==> config.mk <==
export PLATFORM = sky130hd
export DESIGN_NAME = video_palette_mixer_flat
export DESIGN_NICKNAME = d
export VERILOG_FILES = /design/src/rtl/video_palette_mixer_if.sv /design/src/rtl/video_palette_mixer.sv /design/src/flat_wrapper.sv
export SDC_FILE = /design/constraint.sdc
export NUM_CORES = 1
export LEC_CHECK = 0
export ABC_CLOCK_PERIOD_IN_PS = 16550
export CAP_MARGIN = 10
export CELL_PAD_IN_SITES_DETAIL_PLACEMENT = 0
export CELL_PAD_IN_SITES_GLOBAL_PLACEMENT = 1
export CORE_UTILIZATION = 44
export DETAILED_ROUTE_END_ITERATION = 8
export MAX_ROUTING_LAYER = met4
export PLACE_DENSITY = 0.72
export SLEW_MARGIN = 15
export SYNTH_ARGS = -nofsm -noshare
export SYNTH_HDL_FRONTEND = slang
export SYNTH_SLANG_ARGS = --single-unit
==> constraint.sdc <==
create_clock -name clk_pixel -period 16.55 [get_ports clk_pixel]
set_clock_uncertainty 0.1 [all_clocks]
set_input_delay 1.655 -clock clk_pixel [delete_from_list [all_inputs] [get_ports clk_pixel]]
set_output_delay 1.655 -clock clk_pixel [all_outputs]
set_load 0.05 [all_outputs]
==> src/rtl/video_palette_mixer_if.sv <==
// Pixel, palette-write and status signals between the renderers/MCU and the palette mixer.
interface video_palette_mixer_if #(
    parameter int unsigned INDEX_W = 3,
    parameter int unsigned COLOR_W = 24,
    parameter int unsigned COORD_W = 10
);
    logic [COORD_W-1:0] cx;
    logic [COORD_W-1:0] cy;
    logic               pix_on;
    logic [INDEX_W-1:0] pix_index;
    logic [1:0]         mode;
    logic [COLOR_W-1:0] solid_rgb;
    logic               pal_wr_valid;
    logic               pal_wr_ready;
    logic [INDEX_W-1:0] pal_wr_addr;
    logic [COLOR_W-1:0] pal_wr_data;
    logic [COLOR_W-1:0] rgb;
    logic [COORD_W-1:0] out_cx;
    logic [COORD_W-1:0] out_cy;
    logic [1:0]         mode_active;
    logic [15:0]        frame_cnt;
    logic               pal_dirty;

    modport master (
        output cx, cy, pix_on, pix_index, mode, solid_rgb,
               pal_wr_valid, pal_wr_addr, pal_wr_data,
        input  pal_wr_ready, rgb, out_cx, out_cy, mode_active, frame_cnt, pal_dirty
    );

    modport slave (
        input  cx, cy, pix_on, pix_index, mode, solid_rgb,
               pal_wr_valid, pal_wr_addr, pal_wr_data,
        output pal_wr_ready, rgb, out_cx, out_cy, mode_active, frame_cnt, pal_dirty
    );
endinterface

==> src/rtl/video_palette_mixer.sv <==
// Index-to-RGB colour stage with a vblank-committed double-buffered palette and test patterns.
// Two-stage pipeline: stage 1 picks the colour source, stage 2 produces rgb.
module video_palette_mixer #(
    parameter int unsigned INDEX_W    = 3,
    parameter int unsigned COLOR_W    = 24,
    parameter int unsigned COORD_W    = 10,
    parameter int unsigned SCREEN_W   = 640,
    parameter int unsigned SCREEN_H   = 480,
    parameter int unsigned VBL_COMMIT = 1
) (
    input  logic                  clk_pixel,
    input  logic                  reset,
    video_palette_mixer_if.slave  bus
);

    localparam int unsigned ENTRIES = 1 << INDEX_W;
    localparam int unsigned CH_W    = COLOR_W / 3;
    localparam bit          VBL     = (VBL_COMMIT != 0);

    // Expand a 3-bit {R,G,B} on/off code to full-scale channels.
    function automatic logic [COLOR_W-1:0] rgb_of(input logic [2:0] b);
        return {{CH_W{b[2]}}, {CH_W{b[1]}}, {CH_W{b[0]}}};
    endfunction

    function automatic logic [COLOR_W-1:0] def_entry(input int unsigned i);
        logic [INDEX_W-1:0] idx;
        idx = INDEX_W'(i);
        return rgb_of(idx[INDEX_W-1 -: 3]);
    endfunction

    // Bar number floor(x*8/SCREEN_W) from constant thresholds ceil(j*SCREEN_W/8).
    function automatic logic [2:0] bar_k(input logic [COORD_W-1:0] x);
        logic [2:0] k;
        k = '0;
        for (int unsigned j = 1; j < 8; j++) begin
            if (32'(x) >= (j * SCREEN_W + 7) / 8) k = 3'(j);
        end
        return k;
    endfunction

    logic [COLOR_W-1:0] active [ENTRIES];
    logic [COLOR_W-1:0] shadow [ENTRIES];
    logic               dirty_q;
    logic [1:0]         mode_q;
    logic [15:0]        fc_q;

    logic               s1_pal;
    logic [INDEX_W-1:0] s1_idx;
    logic [COLOR_W-1:0] s1_color;
    logic [COORD_W-1:0] s1_cx, s1_cy;

    logic [COLOR_W-1:0] rgb_q;
    logic [COORD_W-1:0] ocx_q, ocy_q;

    logic               wr_fire_c, frame_start_c, commit_c, off_screen_c;
    logic [1:0]         eff_mode_c;
    logic [31:0]        x32_c, y32_c;
    logic               sel_pal_c;
    logic [INDEX_W-1:0] sel_idx_c;
    logic [COLOR_W-1:0] sel_color_c;

    assign bus.pal_wr_ready = ~reset;
    assign bus.rgb          = rgb_q;
    assign bus.out_cx       = ocx_q;
    assign bus.out_cy       = ocy_q;
    assign bus.mode_active  = mode_q;
    assign bus.frame_cnt    = fc_q;
    assign bus.pal_dirty    = dirty_q;

    // Control decode and stage-1 colour select; the frame-start pixel already uses the new mode.
    always_comb begin
        x32_c         = 32'(bus.cx);
        y32_c         = 32'(bus.cy);
        wr_fire_c     = bus.pal_wr_valid & bus.pal_wr_ready;
        frame_start_c = (bus.cx == '0) && (bus.cy == '0);
        commit_c      = VBL ? ((bus.cx == '0) && (y32_c == SCREEN_H) && dirty_q) : dirty_q;
        off_screen_c  = (x32_c >= SCREEN_W) || (y32_c >= SCREEN_H);
        eff_mode_c    = frame_start_c ? bus.mode : mode_q;
        sel_pal_c     = 1'b0;
        sel_idx_c     = '0;
        sel_color_c   = '0;
        if (!off_screen_c) begin
            case (eff_mode_c)
                2'd0: begin
                    sel_pal_c = 1'b1;
                    sel_idx_c = bus.pix_on ? bus.pix_index : '0;
                end
                2'd1: begin
                    if (bus.cx == '0)       sel_color_c = rgb_of(3'b100);
                    else if (bus.cy == '0)  sel_color_c = rgb_of(3'b010);
                    else if ((x32_c == SCREEN_W - 1) || (y32_c == SCREEN_H - 1))
                                            sel_color_c = rgb_of(3'b001);
                end
                2'd2:    sel_color_c = rgb_of(3'd7 - bar_k(bus.cx));
                default: sel_color_c = bus.solid_rgb;
            endcase
        end
    end

    // Palette banks: writes land in shadow, commit copies the pre-write shadow into active.
    always_ff @(posedge clk_pixel) begin
        if (reset) begin
            for (int unsigned i = 0; i < ENTRIES; i++) begin
                active[i] <= def_entry(i);
                shadow[i] <= def_entry(i);
            end
            dirty_q <= 1'b0;
        end else begin
            if (commit_c) begin
                for (int unsigned i = 0; i < ENTRIES; i++) active[i] <= shadow[i];
            end
            if (wr_fire_c) shadow[bus.pal_wr_addr] <= bus.pal_wr_data;
            dirty_q <= wr_fire_c | (dirty_q & ~commit_c);
        end
    end

    always_ff @(posedge clk_pixel) begin
        if (reset) begin
            mode_q <= 2'd0;
            fc_q   <= 16'd0;
        end else if (frame_start_c) begin
            mode_q <= bus.mode;
            fc_q   <= fc_q + 16'd1;
        end
    end

    always_ff @(posedge clk_pixel) begin
        if (reset) begin
            s1_pal   <= 1'b0;
            s1_idx   <= '0;
            s1_color <= '0;
            s1_cx    <= '0;
            s1_cy    <= '0;
            rgb_q    <= '0;
            ocx_q    <= '0;
            ocy_q    <= '0;
        end else begin
            s1_pal   <= sel_pal_c;
            s1_idx   <= sel_idx_c;
            s1_color <= sel_color_c;
            s1_cx    <= bus.cx;
            s1_cy    <= bus.cy;
            rgb_q    <= s1_pal ? active[s1_idx] : s1_color;
            ocx_q    <= s1_cx;
            ocy_q    <= s1_cy;
        end
    end

endmodule

==> src/flat_wrapper.sv <==
// flat-port wrapper written by rule: the top's interface ports become plain ports
module video_palette_mixer_flat 
#(
    parameter int unsigned INDEX_W    = 3,
    parameter int unsigned COLOR_W    = 24,
    parameter int unsigned COORD_W    = 10,
    parameter int unsigned SCREEN_W   = 640,
    parameter int unsigned SCREEN_H   = 480,
    parameter int unsigned VBL_COMMIT = 1
)
  (clk_pixel, reset, bus_cx, bus_cy, bus_pix_on, bus_pix_index, bus_mode, bus_solid_rgb, bus_pal_wr_valid, bus_pal_wr_addr, bus_pal_wr_data, bus_pal_wr_ready, bus_rgb, bus_out_cx, bus_out_cy, bus_mode_active, bus_frame_cnt, bus_pal_dirty);
  video_palette_mixer_if #(.INDEX_W(INDEX_W), .COLOR_W(COLOR_W), .COORD_W(COORD_W)) bus_i ();
  input  logic clk_pixel;
  input  logic reset;
  input wire logic [$bits(bus_i.cx)-1:0] bus_cx;
  input wire logic [$bits(bus_i.cy)-1:0] bus_cy;
  input wire logic [$bits(bus_i.pix_on)-1:0] bus_pix_on;
  input wire logic [$bits(bus_i.pix_index)-1:0] bus_pix_index;
  input wire logic [$bits(bus_i.mode)-1:0] bus_mode;
  input wire logic [$bits(bus_i.solid_rgb)-1:0] bus_solid_rgb;
  input wire logic [$bits(bus_i.pal_wr_valid)-1:0] bus_pal_wr_valid;
  input wire logic [$bits(bus_i.pal_wr_addr)-1:0] bus_pal_wr_addr;
  input wire logic [$bits(bus_i.pal_wr_data)-1:0] bus_pal_wr_data;
  output wire logic [$bits(bus_i.pal_wr_ready)-1:0] bus_pal_wr_ready;
  output wire logic [$bits(bus_i.rgb)-1:0] bus_rgb;
  output wire logic [$bits(bus_i.out_cx)-1:0] bus_out_cx;
  output wire logic [$bits(bus_i.out_cy)-1:0] bus_out_cy;
  output wire logic [$bits(bus_i.mode_active)-1:0] bus_mode_active;
  output wire logic [$bits(bus_i.frame_cnt)-1:0] bus_frame_cnt;
  output wire logic [$bits(bus_i.pal_dirty)-1:0] bus_pal_dirty;
  assign bus_i.cx = bus_cx;
  assign bus_i.cy = bus_cy;
  assign bus_i.pix_on = bus_pix_on;
  assign bus_i.pix_index = bus_pix_index;
  assign bus_i.mode = bus_mode;
  assign bus_i.solid_rgb = bus_solid_rgb;
  assign bus_i.pal_wr_valid = bus_pal_wr_valid;
  assign bus_i.pal_wr_addr = bus_pal_wr_addr;
  assign bus_i.pal_wr_data = bus_pal_wr_data;
  assign bus_pal_wr_ready = bus_i.pal_wr_ready;
  assign bus_rgb = bus_i.rgb;
  assign bus_out_cx = bus_i.out_cx;
  assign bus_out_cy = bus_i.out_cy;
  assign bus_mode_active = bus_i.mode_active;
  assign bus_frame_cnt = bus_i.frame_cnt;
  assign bus_pal_dirty = bus_i.pal_dirty;
  video_palette_mixer #(.INDEX_W(INDEX_W), .COLOR_W(COLOR_W), .COORD_W(COORD_W), .SCREEN_W(SCREEN_W), .SCREEN_H(SCREEN_H), .VBL_COMMIT(VBL_COMMIT)) u_core (.clk_pixel(clk_pixel), .reset(reset), .bus(bus_i));
endmodule
# == Yosys cells after proc, flatten, opt, wreduce, memory -nomap -nowiden ==
# Memory sizes are Yosys's and may differ from the RTL's. A register that Yosys moved wholly into a read port is not among the register bits.
# Cells that the tools add are included.
# op_classes
n_bitwise,15
addsub,2
order_cmp,9
n_reduce_logical,11
n_mux,36
eq_ne,5
# op_table
op,n
24-bit two-way mux,12
24-bit one-hot mux with 3 select lines,1
10-bit by 9-bit >= comparator with 1-bit output (second input constant),4
3-bit two-way mux,8
24-bit OR reduction,1
10-bit by 9-bit equality test with 1-bit output (second input constant),2
10-bit >= comparator (second input constant),2
10-bit by 8-bit >= comparator with 1-bit output (second input constant),2
10-bit zero test,2
16-bit by 1-bit adder with 16-bit output (second input constant),1
1-bit two-way mux,11
10-bit equality test (second input constant),1
10-bit by 7-bit >= comparator with 1-bit output (second input constant),1
1-bit bitwise OR,9
8-bit two-way mux,1
2-bit two-way mux,3
1-bit inverter,4
4-bit OR reduction,1
1-bit logical AND,3
3-bit subtractor (first input constant),1
1-bit AND,2
2-bit by 1-bit equality test with 1-bit output (second input constant),1
2-bit equality test (second input constant),1
2-bit zero test,1
other kinds (2),3
# word_totals
out_inout_bits,64
ff_bits,108
input_bits,80
mem_count,2
mem_bits_rw,384
# mem_list
memory,words,word_bits,read_ports,rd_ports_with_merged_regs,wr,line_no,rtl
u_core.active,8,24,1,1,8,video_palette_mixer.sv:41,logic [COLOR_W-1:0] active [ENTRIES];
u_core.shadow,8,24,8,0,8,video_palette_mixer.sv:42,logic [COLOR_W-1:0] shadow [ENTRIES];

# == Logic depth before layout (Yosys ltp) ==
# Gate-level depths: netlist of run 1.
# logic_depth
depth_word,12
mapped_depth,8
depth_no_buf,6

# == Least setup slack after synthesis of run 1 ==
# Ideal clock, no wire load.
# synth_timing
path_kind,in2reg
start,input port bus_cx[2]
end,"memory u_core.active[0][0], enable pin"
t_arrival_ps,16398
path_stages,5
path_buffers,1
slack_ps,-958
cell_sequence,nor4_1 > nand4_1 > clkbuf_1 > or4_1 > o21ai_0
# synth_lines
item,line_no,rtl
"start, declared",flat_wrapper.sv:15,input wire logic [$bits(bus_i.cx)-1:0] bus_cx;
"end, declared",video_palette_mixer.sv:41,

==> impl_metrics.py, run 1 <==
metrics = {
    "floorplanning": {
        "rows": 77,
        "die_x_um": 214,
        "dieHeight_um": 214,
        "coreArea_um2": 44200,
        "fp.dieArea_um2": 45800,
        "start_util_pct": 44.7,
        "ios": 144,
    },
    "global_route": {
        "track_usage_pct": 19.9,
        "grt_max_degree": 113,
        "grt_overflow": 0,
        "grt_pass1_wl_um": 66800,
        "grt_pass1_vias": 10800,
        "grt_antenna_before_repair": 0,
    },
    "pwr": {
        "irDropWorstVdd_mv": 0.0769,
        "cellLeakagePower_nw": 7.59,
        "power_density_nw_per_um2": 111,
    },
    "final_layout": {
        "num_antenna_cells": 0,
        "final_cell_mix": "edfxtp_1 (384), and2_1 (191), clkdlybuf4s50_1 (142)",
        "layout_commonest_cell": "edfxtp_1",
        "fillers": 3673,
        "drive_gt1_share_pct": 13.6,
        "num-nets-final": 1567,
        "stdcell_area_um2": 23400,
        "area_growth_pct": 18.2,
    },
    "logic_synthesis": {
        "synth_seq_cells": 495,
        "ys_types": 47,
        "syn_nets": 1441,
        "ys.flop_type": "edfxtp_1",
        "ys_async_sr_fraction_pct": 0,
        "syn_area_um2": 19800,
        "synth-edff-count": 384,
        "yosysWarnings": 0,
        "avgSynthCellArea_um2": 14.5,
        "syn-instance-count": 1360,
        "synth_seq_area_share_pct": 69.6,
    },
    "cts": {
        "postCtsSetupBuffers": 0,
        "cts_tree": "yes",
        "h-tree-depth": 2,
        "cts_hold_buf": 0,
        "clock_latency_ns": 0.58,
        "cts-resized-gates": 0,
        "cts_buffers": 49,
        "clk_path_buf_depth": 3,
        "cts.sinks": 495,
        "clk_pin_slew_ns": 0.06,
        "cts_root_buf": "clkbuf_16",
    },
    "timing": {
        "maxSlewViolCount": 0,
        "post-route-period-util_pct": 40.3,
        "setup_viol_count_final": 0,
        "fmax_ghz": 0.150,
        "maxSlewHeadroom_pct": 22.3,
        "min_period_ns": 6.67,
        "hold_viol_final": 0,
        "worst_slew_pin_slew_ns": 1.16,
        "fin_setup_tns_ns": 0,
        "rsz0062_at_grt": "no",
        "setup_ws_ns": 9.88,
    },
    "critical_path": {
        "cp_max_fo": 84,
        "crit_arrival_ns": 6.78,
        "setup.worst_path.start_class": "input pin",
        "endpoint_kind": "flip-flop",
        "required_ns": 16.66,
        "crit_type": "input pin to flip-flop",
    },
    "placed_design": {
        "placed_cell_area_um2": 21800,
        "place_ws_ns": 9.26,
        "gp_congestion": 0.859,
        "dp_hpwl_um": 26400,
        "place.port_buffers": 143,
    },
    "route": {
        "wire_per_inst_um": 20.6,
        "drc": 0,
        "final_antenna_net_count": 0,
        "drt_iter0_markers": 884,
        "drt-total-wl_um": 43700,
        "vias_per_cell": 5.16,
        "dr.pass1.iters": 5,
        "vias": 10900,
    },
    "worst_hold_path": {
        "hp-class": "flip-flop to flip-flop",
    },
    "flow_run": {
        "maxCapViolCount": 0,
    },
    "outcome": {
        "outcome": "complete, no violations",
    },
}
==> cell families after synthesis <==
group / synth area share (%)
muxes: 6.84
and+or+nand+nor: 17.6
buffers and inverters: 1.93
xor gates and xnor gates: 0.576
AOI/OAI and AO/OA: 3.39
adders and majority gates: 0.0633
DFF: 69.6
==> synth_stat cells, types with 2 or more instances <==
library cell  number  share of area [%]
xor2_1             5               0.22
and3_1             4               0.13
nor2b_1           48                1.5
nor3_1             5               0.13
nor4_1             7               0.22
clkbuf_1          72                1.4
or4_4              3               0.17
or3_1             53                1.7
a211oi_1          25               0.95
and4_1             5               0.22
edfxtp_1         384                 58
inv_1              8               0.15
a21oi_1           25               0.63
o31ai_1            2              0.076
buf_1             12               0.23
nand3_1           22               0.56
buf_2              5               0.13
and2_1           191                6.0
nand2b_1         106                3.4
mux4_2            48                5.5
mux2i_1           27                1.4
nor2_1            51               0.97
or4_1              4               0.15
a311oi_1          10               0.44
or2_2             45                1.4
nand2_1           17               0.32
nand4_1           13               0.41
xnor2_1            8               0.35
o211ai_1          17               0.65
o21ai_0           11               0.28
dfxtp_1          111                 11
==> per-layer routing <==
metal / global-route usage [%] / wire (um) / vias up
met1: 26.0 / 19200 / 5329
met3: 3.26 / 2340 / 79
met2: 31.5 / 21000 / 313
li1: - / - / 5189
met4: 6.79 / 1130 / 0
met5: - / 0 / -
==> registers in the layout (all words and copies together), names as in the netlist, named ones only <==
signal,count
u_core.bus.pal_dirty,1
u_core.s1_color,24
u_core.s1_pal,1
u_core.active,192
u_core.bus.frame_cnt,16
u_core.shadow,192
u_core.s1_cx,10
u_core.bus.rgb,24
u_core.bus.out_cy,10
u_core.bus.out_cx,10
u_core.s1_cy,10
u_core.bus.mode_active,2
==> where the power goes <==
group | internal (W) | leakage, nW | total [W] | switching (W)
logic | 0.0000526 | 2.28 | 0.000137 | 0.0000848
clock network | 0.000611 | 0.746 | 0.00106 | 0.000453
registers | 0.00139 | 4.56 | 0.00140 | 0.0000134
==> critical path, stage by stage <==
cell,delay [ns]
clkdlybuf4s50_1,0.55
nor4_1,0.46
nand4_1,0.60
or4_1,0.78
o21ai_4,0.81
buf_4,0.87
buf_4,0.95
==> worst paths after layout <==
path / start / endpoint / slack (ns) / cells past startpoint
setup reg to reg: u_core.bus.pal_dirty$_SDFF_PP0_ / u_core.active[0][20]$_SDFFCE_PN0P_ / 12.86 / 4
setup / recovery: bus_cx[9] / u_core.active[0][20]$_SDFFCE_PN0P_ / 9.88 / 7
hold / removal: u_core.s1_cx[9]$_SDFF_PP0_ / u_core.bus.out_cx[9]$_SDFF_PP0_ / 0.33 / 1
hold reg to reg: u_core.s1_cx[9]$_SDFF_PP0_ / u_core.bus.out_cx[9]$_SDFF_PP0_ / 0.33 / 1
==> metrics by stage <==
| stage | cells | total power (W) | util (%) | hold WS (ns) |
|---|---|---|---|---|
| floorplan | 1360 | 0.00151 | - | 0.314 |
| global placement | 2027 | 0.00157 | 49.4 | 0.320 |
| detailed placement | 2027 | 0.00157 | 49.4 | 0.320 |
| CTS | 2116 | 0.00263 | 52.8 | 0.335 |
| global route | 2116 | 0.00269 | 52.8 | 0.345 |
| finish | 2116 | 0.00260 | 52.8 | 0.332 |
==> area by class of cell <==
type	count	area [um2]	area share (%)
multi-input cells	767	5710	24.5
clock inverters	22	183	0.782
well taps	592	741	3.17
repair buffers	165	1590	6.82
clock buffers	67	1340	5.72
inverters	8	30.0	0.129
flip-flops and latches	495	13800	58.9
No activity file was read; power rests on OpenSTA's default activity.
==> run 2, diff against run 1 <==
--- a/config.mk
+++ b/config.mk
@@ -5,14 +5,14 @@
 export SDC_FILE = /design/constraint.sdc
 export NUM_CORES = 1
 export LEC_CHECK = 0
-export ABC_CLOCK_PERIOD_IN_PS = 16550
+export ABC_CLOCK_PERIOD_IN_PS = 6200
 export CAP_MARGIN = 10
 export CELL_PAD_IN_SITES_DETAIL_PLACEMENT = 0
 export CELL_PAD_IN_SITES_GLOBAL_PLACEMENT = 1
-export CORE_UTILIZATION = 44
+export CORE_UTILIZATION = 49
 export DETAILED_ROUTE_END_ITERATION = 8
 export MAX_ROUTING_LAYER = met4
-export PLACE_DENSITY = 0.72
+export PLACE_DENSITY = 0.76
 export SLEW_MARGIN = 15
 export SYNTH_ARGS = -nofsm -noshare
 export SYNTH_HDL_FRONTEND = slang
==> constraint.sdc (replaced) <==
create_clock -name clk_pixel -period 6.2 [get_ports clk_pixel]
set_clock_uncertainty 0.1 [all_clocks]
set_input_delay 0.62 -clock clk_pixel [delete_from_list [all_inputs] [get_ports clk_pixel]]
set_output_delay 0.62 -clock clk_pixel [all_outputs]
set_load 0.05 [all_outputs]
==> impl_metrics.py, run 2 (synthesis results as in run 1) <==
metrics = {
    "timing": {
        "setup_viol_count_final": 0,
        "maxSlewViolCount": 0,
        "fmax_ghz": 0.252,
        "min_period_ns": 3.97,
        "maxSlewHeadroom_pct": 25.7,
        "rsz0062_at_grt": "no",
        "fin_setup_tns_ns": 0,
        "hold_ws_ns": 0.335,
        "post-route-period-util_pct": 64.1,
        "worst_slew_pin_slew_ns": 1.11,
        "setup_ws_ns": 2.23,
        "hold_viol_final": 0,
    },
    "floorplanning": {
        "fp.dieArea_um2": 41200,
        "rows": 73,
        "dieHeight_um": 203,
        "die_x_um": 203,
        "start_util_pct": 49.8,
        "coreArea_um2": 39700,
        "ios": 144,
    },
    "critical_path": {
        "cp_max_fo": 28,
        "required_ns": 6.33,
        "worstSetupStartpoint": "bus_cx[9]",
        "crit_type": "input pin to flip-flop",
        "setup.worst_path.start_class": "input pin",
        "endpoint_kind": "flip-flop",
        "crit_arrival_ns": 4.10,
    },
    "global_route": {
        "grt_pass1_vias": 10900,
        "grt_antenna_before_repair": 1,
        "grt_overflow": 0,
        "grt_max_degree": 83,
        "grt_pass1_wl_um": 63900,
        "track_usage_pct": 21.4,
    },
    "placed_design": {
        "place_ws_ns": 1.68,
        "gp_congestion": 0.879,
        "place.port_buffers": 143,
        "dp_hpwl_um": 26200,
    },
    "cts": {
        "cts-resized-gates": 0,
        "cts_root_buf": "clkbuf_16",
        "cts_hold_buf": 0,
        "clk_path_buf_depth": 3,
        "cts.sinks": 495,
        "clock_latency_ns": 0.56,
        "cts_buffers": 49,
        "postCtsSetupBuffers": 0,
        "h-tree-depth": 2,
        "cts_tree": "yes",
        "clk_pin_slew_ns": 0.06,
    },
    "pwr": {
        "p_total_w": 0.00701,
        "irDropWorstVdd_mv": 0.215,
        "power_density_nw_per_um2": 299,
        "cellLeakagePower_nw": 7.67,
    },
    "route": {
        "final_antenna_net_count": 0,
        "wl_met3_um": 2230,
        "drt-total-wl_um": 42200,
        "drt_iter0_markers": 772,
        "dr.pass1.iters": 5,
        "drc": 0,
        "highest_layer": "met4",
        "met2_length_um": 20400,
        "vias": 11000,
        "wire_per_inst_um": 20.5,
        "wl_met1_um": 18500,
        "vias_per_cell": 5.35,
    },
    "final_layout": {
        "area_growth_pct": 18.5,
        "layout_commonest_cell": "edfxtp_1",
        "num-nets-final": 1573,
        "drive_gt1_share_pct": 13.9,
        "top_regs": "u_core.active (192), u_core.shadow (192)",
        "fin_util_pct": 59.0,
        "final_cell_mix": "edfxtp_1 (384), and2_1 (191), clkdlybuf4s50_1 (142)",
    },
    "worst_hold_path": {
        "hp-start": "u_core.s1_cy[9]$_SDFF_PP0_",
        "hp-class": "flip-flop to flip-flop",
    },
    "flow_run": {
        "maxCapViolCount": 0,
    },
    "outcome": {
        "outcome": "complete, no violations",
    },
}
## run 2: cell types whose count changed in the layout (fill, tap and decap cells not counted), moves of 2 or more
| cell | before | now |
|---|---|---|
| dfxtp_1 | 107 | 109 |
| clkbuf_1 | 16 | 13 |
| buf_12 | 0 | 4 |
| clkinv_2 | 9 | 7 |
| dfxtp_2 | 3 | 1 |
## run 2: final cells by class
cell class,count,area (um2)
Antenna cell,1,2.50
Clock buffer,66,1360
Clock inverter,24,218
Fill cell,3069,16300
Inverter,8,30.0
Multi-Input combinational cell,767,5710
Sequential cell,495,13800
Tap cell,525,657
Timing Repair Buffer,171,1700
## run 2: power breakdown
group | total, W | internal [W] | switching (W)
clock | 0.00290 | 0.00171 | 0.00119
sequential | 0.00374 | 0.00371 | 0.0000321
combinational | 0.000373 | 0.000144 | 0.000229
## run 2: stage by stage
stage / std cells / instance area [um2]
floorplan: 1360 / 19800
global placement: 1965 / 21800
detailed placement: 1965 / 21800
CTS: 2055 / 23400
global route: 2057 / 23400
finish: 2057 / 23400
## run 2: critical path: stages
cell,delay [ns]
clkdlybuf4s50_1,0.54
nor4_1,0.37
nand4_1,0.65
or4_1,0.79
o21ai_4,0.66
buf_4,0.45
## run 2: worst paths after layout
path / endpoint / slack (ns) / cells after the start
worst max register to register: u_core.bus.rgb[12]$_SDFF_PP0_ / 3.51 / 4
worst min register to register: u_core.bus.out_cy[9]$_SDFF_PP0_ / 0.34 / 1
worst min-delay path: u_core.bus.out_cy[9]$_SDFF_PP0_ / 0.34 / 1
worst max-delay path: u_core.active[4][16]$_SDFFCE_PN1P_ / 2.23 / 6
## run 2: metal layers
layer  track usage (%)  up-vias
li1                  -     5228
met1              28.0     5389
met2              34.4      312
met3              3.45       75
met4              6.74        0
met5                 -        -
